===== src/rtl/sc_tick_scheduler.sv =====
// sc_tick_scheduler
// Game time base. One shared free-running prescaler produces a base event
// once every 2^PRESCALE_WIDTH clocks while running. Four channels count base
// events against their own programmable period and each emits a one-cycle
// tick when its period elapses. A run/pause/idle FSM gates the time base so
// the game can freeze and resume without losing phase.
//
// Ports
//   SC_TICKSCHED_CLOCK_50         system clock, rising edge
//   SC_TICKSCHED_RESET_InHigh     asynchronous active-high reset
//   SC_TICKSCHED_start_InHigh     pulse: IDLE -> RUN
//   SC_TICKSCHED_stop_InHigh      pulse: RUN/PAUSE -> IDLE (clears phase)
//   SC_TICKSCHED_pause_InHigh     level: freeze time base while high
//   SC_TICKSCHED_cfgWrite_InHigh  strobe: load period of cfgChannel
//   SC_TICKSCHED_cfgChannel_In    channel index for the write
//   SC_TICKSCHED_cfgPeriod_In     period in base events, 0 disables
//   SC_TICKSCHED_tick_Out         registered per-channel tick pulses
//   SC_TICKSCHED_baseTick_Out     base event (prescaler all-ones in RUN)
//   SC_TICKSCHED_state_Out        IDLE=00, RUN=01, PAUSE=10
module sc_tick_scheduler #(
  parameter int PRESCALE_WIDTH = 21,
  parameter int PERIOD_WIDTH   = 4
) (
  input  logic                    SC_TICKSCHED_CLOCK_50,
  input  logic                    SC_TICKSCHED_RESET_InHigh,
  input  logic                    SC_TICKSCHED_start_InHigh,
  input  logic                    SC_TICKSCHED_stop_InHigh,
  input  logic                    SC_TICKSCHED_pause_InHigh,
  input  logic                    SC_TICKSCHED_cfgWrite_InHigh,
  input  logic [1:0]              SC_TICKSCHED_cfgChannel_In,
  input  logic [PERIOD_WIDTH-1:0] SC_TICKSCHED_cfgPeriod_In,
  output logic [3:0]              SC_TICKSCHED_tick_Out,
  output logic                    SC_TICKSCHED_baseTick_Out,
  output logic [1:0]              SC_TICKSCHED_state_Out
);

  typedef enum logic [1:0] {
    IDLE  = 2'b00,
    RUN   = 2'b01,
    PAUSE = 2'b10
  } state_t;

  logic clk;
  logic rst;
  logic start;
  logic stop;
  logic pause;
  logic cfg_write;
  logic [1:0] cfg_channel;
  logic [PERIOD_WIDTH-1:0] cfg_period;

  assign clk         = SC_TICKSCHED_CLOCK_50;
  assign rst         = SC_TICKSCHED_RESET_InHigh;
  assign start       = SC_TICKSCHED_start_InHigh;
  assign stop        = SC_TICKSCHED_stop_InHigh;
  assign pause       = SC_TICKSCHED_pause_InHigh;
  assign cfg_write   = SC_TICKSCHED_cfgWrite_InHigh;
  assign cfg_channel = SC_TICKSCHED_cfgChannel_In;
  assign cfg_period  = SC_TICKSCHED_cfgPeriod_In;

  state_t state_reg, state_next;
  logic [PRESCALE_WIDTH-1:0] prescaler_reg, prescaler_next;
  logic base_tick;

  logic [PERIOD_WIDTH-1:0] period_reg   [4];
  logic [PERIOD_WIDTH-1:0] period_next  [4];
  logic [PERIOD_WIDTH-1:0] subcount_reg [4];
  logic [PERIOD_WIDTH-1:0] subcount_next[4];
  logic [3:0] tick_reg, tick_next;

  // State and prescaler registers.
  always_ff @(posedge clk or posedge rst) begin
    if (rst) begin
      state_reg     <= IDLE;
      prescaler_reg <= '0;
    end else begin
      state_reg     <= state_next;
      prescaler_reg <= prescaler_next;
    end
  end

  // Next state and prescaler. The prescaler advances on every RUN cycle,
  // including the cycle in which pause is first seen, so a pause starting
  // on a base event still lets that event count. PAUSE simply holds.
  always_comb begin
    state_next     = state_reg;
    prescaler_next = prescaler_reg;
    case (state_reg)
      IDLE: begin
        prescaler_next = '0;
        if (start && !stop) state_next = RUN;
      end
      RUN: begin
        if (stop) begin
          state_next     = IDLE;
          prescaler_next = '0;
        end else begin
          prescaler_next = prescaler_reg + 1'b1;
          if (pause) state_next = PAUSE;
        end
      end
      PAUSE: begin
        if (stop) begin
          state_next     = IDLE;
          prescaler_next = '0;
        end else if (!pause) begin
          state_next = RUN;
        end
      end
      default: begin
        state_next     = IDLE;
        prescaler_next = '0;
      end
    endcase
  end

  assign base_tick = (state_reg == RUN) && (&prescaler_reg);

  // Channel logic. A config write to a channel overrides whatever the base
  // event would have done to it; stop clears phase but keeps the period.
  for (genvar gi = 0; gi < 4; gi++) begin : g_ch
    logic wr_hit;
    logic wrap;
    logic active;

    assign wr_hit = cfg_write && (cfg_channel == 2'(gi));
    assign active = base_tick && (period_reg[gi] != '0);
    assign wrap   = (subcount_reg[gi] == period_reg[gi] - 1'b1);

    assign period_next[gi] = wr_hit ? cfg_period : period_reg[gi];

    assign subcount_next[gi] = (wr_hit || stop) ? '0 :
                               !active          ? subcount_reg[gi] :
                               wrap             ? '0 :
                                                  subcount_reg[gi] + 1'b1;

    assign tick_next[gi] = active && wrap && !wr_hit && !stop;
  end

  always_ff @(posedge clk or posedge rst) begin
    if (rst) begin
      tick_reg <= '0;
      for (int i = 0; i < 4; i++) begin
        period_reg[i]   <= '0;
        subcount_reg[i] <= '0;
      end
    end else begin
      tick_reg <= tick_next;
      for (int i = 0; i < 4; i++) begin
        period_reg[i]   <= period_next[i];
        subcount_reg[i] <= subcount_next[i];
      end
    end
  end

  assign SC_TICKSCHED_tick_Out     = tick_reg;
  assign SC_TICKSCHED_baseTick_Out = base_tick;
  assign SC_TICKSCHED_state_Out    = state_reg;

endmodule


===== config.mk =====
export PLATFORM = sky130hd
export DESIGN_NAME = sc_tick_scheduler
export DESIGN_NICKNAME = d
export VERILOG_FILES = /design/src/rtl/sc_tick_scheduler.sv
export SDC_FILE = /design/constraint.sdc
export NUM_CORES = 1
export LEC_CHECK = 0
export CORE_MARGIN = 4
export CORE_UTILIZATION = 40
export CTS_CLUSTER_DIAMETER = 200
export DETAILED_ROUTE_END_ITERATION = 12
export SETUP_SLACK_MARGIN = 0.05
export SYNTH_ARGS = -nofsm -noshare
export SYNTH_HDL_FRONTEND = slang
export SYNTH_SLANG_ARGS = --single-unit

===== constraint.sdc =====
create_clock -name SC_TICKSCHED_CLOCK_50 -period 3.7 [get_ports SC_TICKSCHED_CLOCK_50]
set_clock_uncertainty 0.15 [all_clocks]
set_input_delay 0.925 -clock SC_TICKSCHED_CLOCK_50 [delete_from_list [all_inputs] [get_ports SC_TICKSCHED_CLOCK_50]]
set_output_delay 0.925 -clock SC_TICKSCHED_CLOCK_50 [all_outputs]
set_load 0.02 [all_outputs]

Word level (Yosys, flattened, before mapping)
Cells that the tools add are included.
{ "op_classes": {"addsub": 9, "shifts": 0, "reduce_logical": 43, "muxes": 21, "multipliers": 0, "order_cmp": 0, "n_bitwise": 0, "eq_ne": 13, "n_div": 0} }
{ "ops": {"columns": ["cell", "count"], "rows": [
  ["2-to-1 mux 4 bit", 12],
  ["2-to-1 mux 21 bit", 2],
  ["one-hot mux 21 bit (2 select lines)", 1],
  ["logical AND 1 bit", 22],
  ["adder 21 x 1 -> 21 bit, second input constant", 1],
  ["AND reduction 21 bit", 1],
  ["adder 4 x 1 -> 4 bit, second input constant", 4],
  ["equality test 4 bit", 4],
  ["nonzero test 4 bit", 4],
  ["subtractor 4 x 1 -> 4 bit, second input constant", 4],
  ["2-to-1 mux 2 bit", 5],
  ["nonzero test 2 bit", 4],
  ["equality test 2 bit, second input constant", 3],
  ["inequality test 3 bit, second input constant", 2],
  ["one-hot mux 2 bit (3 select lines)", 1],
  ["logical NOT 1 bit", 5],
  ["equality test 2 x 1 -> 1 bit, second input constant", 2],
  ["logical NOT 2 bit", 2],
  ["logical OR 1 bit", 4],
  ["inequality test 2 bit, second input constant", 2],
  ["AND reduction 3 bit", 1]
]} }
{ "word_totals": {"latchBits": 0, "output_inout_bits": 7, "mem_count": 0, "regBits": 59, "word_cells": 97, "ram_bits": 0, "romBits": 0} }

Depth between registers and ports, before layout
Gate-level depths: netlist (run 1).
{ "logic_depth": {"ltp_word": 6, "ltp_mapped": 7, "depth_no_buf": 7} }

Worst setup path after synthesis (run 1)
Ideal clock, no wire load.
{ "synth_timing": {"kind": "register to output", "from": "reg prescaler_reg[0]", "to": "out SC_TICKSCHED_baseTick_Out", "path_stages_with_launch": 6, "t_arrival_ns": 1.433, "required_ns": 2.625, "setup_slack_ns": 1.192, "path_buffers": 1, "path_cell_list": "dfrtp_1 > ha_1 > nand3_1 > nor3_4 > buf_6 > and2_1"} }
{ "synth_via": {"elab_chain_cells": 2} }
{ "synth_lines": {"columns": ["item", "line_no", "source"], "rows": [
  ["from (decl)", "62", "logic [PRESCALE_WIDTH-1:0] prescaler_reg, prescaler_next;"],
  ["from (signal assigned)", "78", "prescaler_reg <= prescaler_next;"],
  ["AND reduction 21 bit", "117", "assign base_tick = (state_reg == RUN) && (&prescaler_reg);"],
  ["logical AND 1 bit", "117", null],
  ["to (decl)", "33", "output logic SC_TICKSCHED_baseTick_Out,"]
]} }
No other way between the ends.

Worst setup path in the final report (run 1)
{ "layout_timing": {"from": "reg state_reg[1], in the netlist SC_TICKSCHED_state_Out[1]", "to": "out SC_TICKSCHED_baseTick_Out"} }
{ "layout_via": {"elab_chain_cells": 2} }
{ "layout_lines": {"columns": ["item", "line_no", "source"], "rows": [
  ["from (decl)", "61", "state_t state_reg, state_next;"],
  ["from (signal assigned)", "77", "state_reg <= state_next;"],
  ["equality test 2 x 1 -> 1 bit", "117", null],
  ["logical AND 1 bit", "117", null]
]} }
No other way between the ends.

==> results of run 1 <==
## metal layers
layer	track usage [%]	up-vias	share of wire [%]
li1	-	1322	-
met1	21.4	1279	50
met2	23.0	40	46
met3	3.79	7	3.2
met4	5.04	0	1.2
met5	0	-	0
## placed cells by master, fill, tap and decap left out, types with 2 or more instances in the layout
master / count
nor3b_1: 3
nand3b_1: 7
bufinv_16: 2
and3_1: 4
mux2_2: 14
nor2_1: 22
nor3b_2: 2
nand2b_1: 3
a21boi_0: 3
nand2_1: 27
nor4_1: 2
a31oi_1: 8
o31ai_1: 3
inv_1: 10
dfrtp_1: 59
xor3_1: 3
a21oi_1: 21
ha_1: 9
o21ai_1: 3
clkdlybuf4s50_1: 18
clkbuf_8: 11
nor3_1: 14
xnor2_1: 12
nand4b_1: 4
nand4_4: 2
xor2_1: 7
buf_4: 5
nor3_4: 2
o21ai_0: 39
nand4_1: 13
nand3_1: 26
## worst register-to-register path: cells and delay by family, from the launching register on
family | cells | cell delay [ns]
AND/OR/NAND/NOR | 4 | 0.87
flip-flops | 1 | 0.42
adder cells (fa/ha/maj) | 1 | 0.21
buffers and inverters | 1 | 0.21
AO/OA/AOI/OAI | 1 | 0.18
## final cells by class
class                   count  share of cell area (%)
clock buffers              12                    4.00
clock inverters             4                    1.87
inverters                  11                    1.06
multi-input cells         268                    46.1
flip-flops and latches     59                    38.0
well taps                 105                    3.38
repair buffers             23                    5.61
## logic make-up after synthesis
group           share of synthesized area [%]
buf+inv                                  2.69
fa+ha+maj                                3.36
compound gates                           13.0
flops                                    44.1
xor+xnor                                 7.10
mux                                      4.71
simple gates                             25.1
## power by group through the flow
stage	sequential, mW	combinational (mW)	clock [mW]
2_1_floorplan	0.720	0.198	0
3_3_place_gp	0.729	0.245	0
3_5_place_dp	0.732	0.249	0
4_1_cts	0.719	0.251	0.694
5_1_grt	0.723	0.278	0.728
6_report	0.719	0.248	0.669
## through the flow
stage	hold slack, ns	cells	cell area [um^2]
finish	0.338	482	3880
global route	0.368	482	3880
CTS	0.331	482	3880
detailed placement	0.320	466	3650
global placement	0.318	466	3650
floorplan	0.288	348	3350
## worst paths after layout
kind | startpoint | end | slack (ns)
min in group asynchronous | SC_TICKSCHED_RESET_InHigh | period_reg[12]$_DFFE_PP0P_ | 0.96
min reg2reg | prescaler_reg[20]$_DFFE_PP0N_ | prescaler_reg[20]$_DFFE_PP0N_ | 0.34
max in group asynchronous | SC_TICKSCHED_RESET_InHigh | prescaler_reg[3]$_DFFE_PP0N_ | 1.94
min | prescaler_reg[20]$_DFFE_PP0N_ | prescaler_reg[20]$_DFFE_PP0N_ | 0.34
max reg2reg | prescaler_reg[0]$_DFFE_PP0N_ | subcount_reg[14]$_DFFE_PP0P_ | 1.58
max | SC_TICKSCHED_state_Out[1]$_DFFE_PP0P_ | SC_TICKSCHED_baseTick_Out | 0.32
==> impl_metrics.csv, run 1 <==
group,metric,value,unit
global_routing,antenna_found_initial,0,
power_and_ir_drop,swShare,25.4,%
synthesis,synth_commonest_cells,"dfrtp_1, o21ai_0, nand2_1",
power_and_ir_drop,leakage,1.65,nW
route,wire_per_inst,14.5,um
clocking,cts_max_level,3,
floorplanning,die-width,99.5,um
timing,finalCritPeriodShare,91.3,%
synthesis,yosysMostFrequentCell,"dfrtp_1",
job,maxCapViolCount,0,
clocking,clock-root-buffer,"clkbuf_8",
layout,fillers,761,
synthesis,yosys.area.top_type,"dfrtp_1",
hold_path,whs_path_depth,1,
power_and_ir_drop,power.internal,1.22,mW
power_and_ir_drop,ir_drop,0.183,mV
clocking,cts_resized,0,
critical_path,cp-start-kind,"flip-flop",
floorplanning,core,8180,um^2
layout,layout-drive-gt1-share,12.7,%
power_and_ir_drop,p_seq_share,44.0,%
placement,gp_congestion,0.766,
clocking,clock_path_buffers,2,
critical_path,worstPathCellList,"nand3b_1 -> nor3_4 -> and2_1 -> clkdlybuf4s50_1",
timing,rsz0062_at_grt,"no",
synthesis,synth_area,3350,um^2
clocking,cts.clk_slew.worst_paths,0.07,ns
floorplanning,initial_core_util,41.0,%
timing,max_freq,0.296,GHz
synthesis,yosysWarnings,0,
critical_path,cp_data_arrival_time,2.30,ns
placement,dp_hpwl,4.87,mm
clocking,clkSinkCount,59,
critical_path,required,2.62,ns
layout,multiInputGateArea,1790,um^2
critical_path,path_class,"flip-flop to output port",
outcome,run_status,"completed",
placement,port_buffers,18,
layout,largest_reg_flops,21,
route,drc_errors,0,
timing,setup_tns,0,ns
synthesis,synth-edff-count,0,
clocking,cts_buffers,9,
synthesis,synthesis.instances,348,
global_routing,overflow,0,
critical_path,cp_top_family,"simple AND/OR/NAND/NOR gates",
power_and_ir_drop,p_clk_share,40.9,%
placement,dp_slack,0.664,ns
critical_path,worst-path-stages,4,
power_and_ir_drop,p_sw,0.416,mW
critical_path,max_stage_delay,0.61,ns
synthesis,yosysSeqAreaShare,44.1,%
layout,area_delta_synth_final,15.9,%
power_and_ir_drop,p_total,1.64,mW
synthesis,synth.distinct_cells,45,
route,firstDrtPassIters,4,
clocking,clk_latency,0.33,ns
layout,diodes,0,
power_and_ir_drop,p_per_area,421,nW/um^2
synthesis,synth_area_leaders,"dfrtp_1, o21ai_0, mux2_2",
critical_path,reg2reg_depth,7,
hold_path,hp-class,"flip-flop to flip-flop",
timing,slew_headroom,50.1,%
layout,layout.nets,393,
route,viasPerCell,5.49,
clocking,cts_setup_buffers,0,
critical_path,crit_fanout,8,
layout,seq_area,1480,um^2
floorplanning,ios,19,
route,first_iter_violations,95,
critical_path,endpoint_kind,"output port",
floorplanning,row_count,33,
layout,fin_util,47.5,%
synthesis,synth_ff_type,"dfrtp_1",
synthesis,ys_ff_latch,59,
synthesis,async_flop_share,100,%
synthesis,avgSynthCellArea,9.62,um^2
global_routing,grt_use_total,15.2,%
timing,setup_viol,0,
synthesis,synth_fp_nets,369,
global_routing,grt_max_degree,60,
clocking,cts_tree,"built",
critical_path,worst-path-buf-inv,1,
global_routing,grt_pass1_vias,2538,
clocking,hold_buffers,0,
timing,worst_pin_slew,0.748,ns
timing,fin_crit,3.38,ns
route,wirelength,6.98,mm
route,ant_nets,0,
timing,setup_ws,0.322,ns
route,vias,2648,
power_and_ir_drop,pwr-share-comb,15.2,%
floorplanning,dieArea,9900,um^2
floorplanning,die_y,99.5,um
global_routing,grt_pass1_wl,12.1,mm
critical_path,slowest_stage,"clkdlybuf4s50_1",
timing,drv_slew,0,
synthesis,synth_top_area_share,44.1,%
timing,hold_viol,0,
(Power assumes the default switching activity.)
==> run 2: changes to the inputs <==
ABC_CLOCK_PERIOD_IN_PS = 3700   (was default)
==> results of run 2 <==
Same layout as run 1: the final DEF is identical, and so are final timing and power.
==> run 3: changes to the inputs <==
CORE_MARGIN = 2   (was 4)
MAX_ROUTING_LAYER = met4   (was default)
==> impl_metrics.csv, run 3 (synthesis results as in run 1) <==
group,metric,value,unit
clocking,clock_path_buffers,2,
route,vias,2686,
route,viasPerCell,5.55,
critical_path,crit_fanout,8,
floorplanning,ios,19,
layout,final_common_cell,"dfrtp_1",
placement,port_buffers,18,
job,maxCapViolCount,0,
clocking,clk_latency,0.34,ns
outcome,run_status,"completed",
critical_path,required,2.62,ns
clocking,clkSinkCount,59,
floorplanning,row_count,33,
layout,layout.nets,395,
layout,diodes,0,
route,firstDrtPassIters,4,
timing,worst_pin_slew,0.728,ns
power_and_ir_drop,p_total,1.56,mW
power_and_ir_drop,leakage,1.65,nW
timing,hold_slack,0.325,ns
clocking,cts_max_level,3,
global_routing,grt_pass1_vias,2610,
global_routing,grt_pass1_wl,12.6,mm
critical_path,cp-start-kind,"flip-flop",
clocking,hold_buffers,0,
critical_path,worst-path-buf-inv,1,
clocking,cts_resized,0,
power_and_ir_drop,p_per_area,404,nW/um^2
clocking,cts.clk_slew.worst_paths,0.06,ns
route,wire_per_inst,15.1,um
critical_path,worst-path-stages,4,
placement,dp_hpwl,5.21,mm
clocking,cts_buffers,9,
route,wirelength,7.30,mm
timing,finalCritPeriodShare,89.2,%
layout,fillers,787,
global_routing,grt_use_total,18.5,%
critical_path,cp_data_arrival_time,2.22,ns
timing,rsz0062_at_grt,"no",
timing,max_freq,0.303,GHz
clocking,cts_tree,"built",
critical_path,cp_top_family,"simple AND/OR/NAND/NOR gates",
global_routing,overflow,0,
critical_path,slowest_stage,"clkdlybuf4s50_1",
floorplanning,die_y,95.5,um
global_routing,grt_max_degree,23,
layout,largest_reg_flops,21,
critical_path,path_class,"flip-flop to output port",
floorplanning,initial_core_util,41.0,%
timing,hold_viol,0,
floorplanning,die-width,95.5,um
route,drc_errors,0,
floorplanning,core,8180,um^2
floorplanning,dieArea,9120,um^2
global_routing,antenna_found_initial,0,
hold_path,hp-class,"flip-flop to flip-flop",
power_and_ir_drop,ir_drop,0.160,mV
timing,fin_crit,3.30,ns
layout,area_delta_synth_final,15.4,%
placement,gp_congestion,0.737,
clocking,cts_setup_buffers,0,
timing,setup_ws,0.401,ns
critical_path,reg2reg_depth,8,
hold_path,whs_path_depth,1,
placement,dp_slack,0.674,ns
critical_path,worstPathCellList,"nand3b_1 -> nor3_4 -> and2_1 -> clkdlybuf4s50_1",
timing,setup_tns,0,ns
timing,slew_headroom,51.4,%
layout,mostFrequentLayoutCells,"dfrtp_1, o21ai_0, nand2_1",
timing,drv_slew,0,
critical_path,endpoint_kind,"output port",
route,ant_nets,0,
critical_path,max_stage_delay,0.61,ns
clocking,clock-root-buffer,"clkbuf_8",
route,first_iter_violations,136,
timing,setup_viol,0,
layout,layout-drive-gt1-share,13.2,%
run 3: path summary, 6_finish.rpt:
| check | startpoint | end | slack, ns |
|---|---|---|---|
| worst min-delay path | prescaler_reg[20]$_DFFE_PP0N_ | prescaler_reg[20]$_DFFE_PP0N_ | 0.32 |
| max in group asynchronous | SC_TICKSCHED_RESET_InHigh | prescaler_reg[11]$_DFFE_PP0N_ | 1.95 |
| worst max-delay path | SC_TICKSCHED_state_Out[1]$_DFFE_PP0P_ | SC_TICKSCHED_baseTick_Out | 0.40 |
| worst min register to register | prescaler_reg[20]$_DFFE_PP0N_ | prescaler_reg[20]$_DFFE_PP0N_ | 0.32 |
| min in group asynchronous | SC_TICKSCHED_RESET_InHigh | period_reg[12]$_DFFE_PP0P_ | 0.78 |
| worst max register to register | prescaler_reg[1]$_DFFE_PP0N_ | subcount_reg[6]$_DFFE_PP0P_ | 1.67 |
run 3: stage by stage:
| step | instances | instance area (um^2) | utilization (%) |
|---|---|---|---|
| final | 484 | 3860 | 47.3 |
| after global placement | 468 | 3670 | 44.9 |
| after CTS | 484 | 3860 | 47.3 |
| after global routing | 484 | 3860 | 47.3 |
| after floorplan | 348 | 3350 | - |
| after detailed placement | 468 | 3670 | 44.9 |
run 3: where the power goes:
part	switching (mW)	internal (mW)
sequential	0.0384	0.680
clock	0.264	0.326
combinational	0.128	0.125
total	0.430	1.13
run 3: area by class of cell:
cell class / count / area (um^2) / share of cell area [%]
Clock buffer: 11 / 141 / 3.66
Inverter: 11 / 41.3 / 1.07
Clock inverter: 5 / 52.6 / 1.36
Multi-Input combinational cell: 268 / 1790 / 46.3
Tap cell: 105 / 131 / 3.40
Timing Repair Buffer: 25 / 233 / 6.02
Sequential cell: 59 / 1480 / 38.2
run 3: routing by layer:
metal	vias to the layer above	GRT usage, %	part of all wire (%)
li1	1329	-	-
met1	1290	24.6	48
met2	52	27.6	46
met3	15	3.72	4.1
met4	0	8.10	1.6
met5	-	-	0
run 3: worst reg2reg max path, cell delays in order (launching register included):
cell      delay, ns
dfrtp_1        0.42
ha_1           0.22
nand3_1        0.08
buf_4          0.18
nor3_4         0.12
buf_4          0.22
and3_1         0.28
nand4b_1       0.12
a21oi_1        0.18
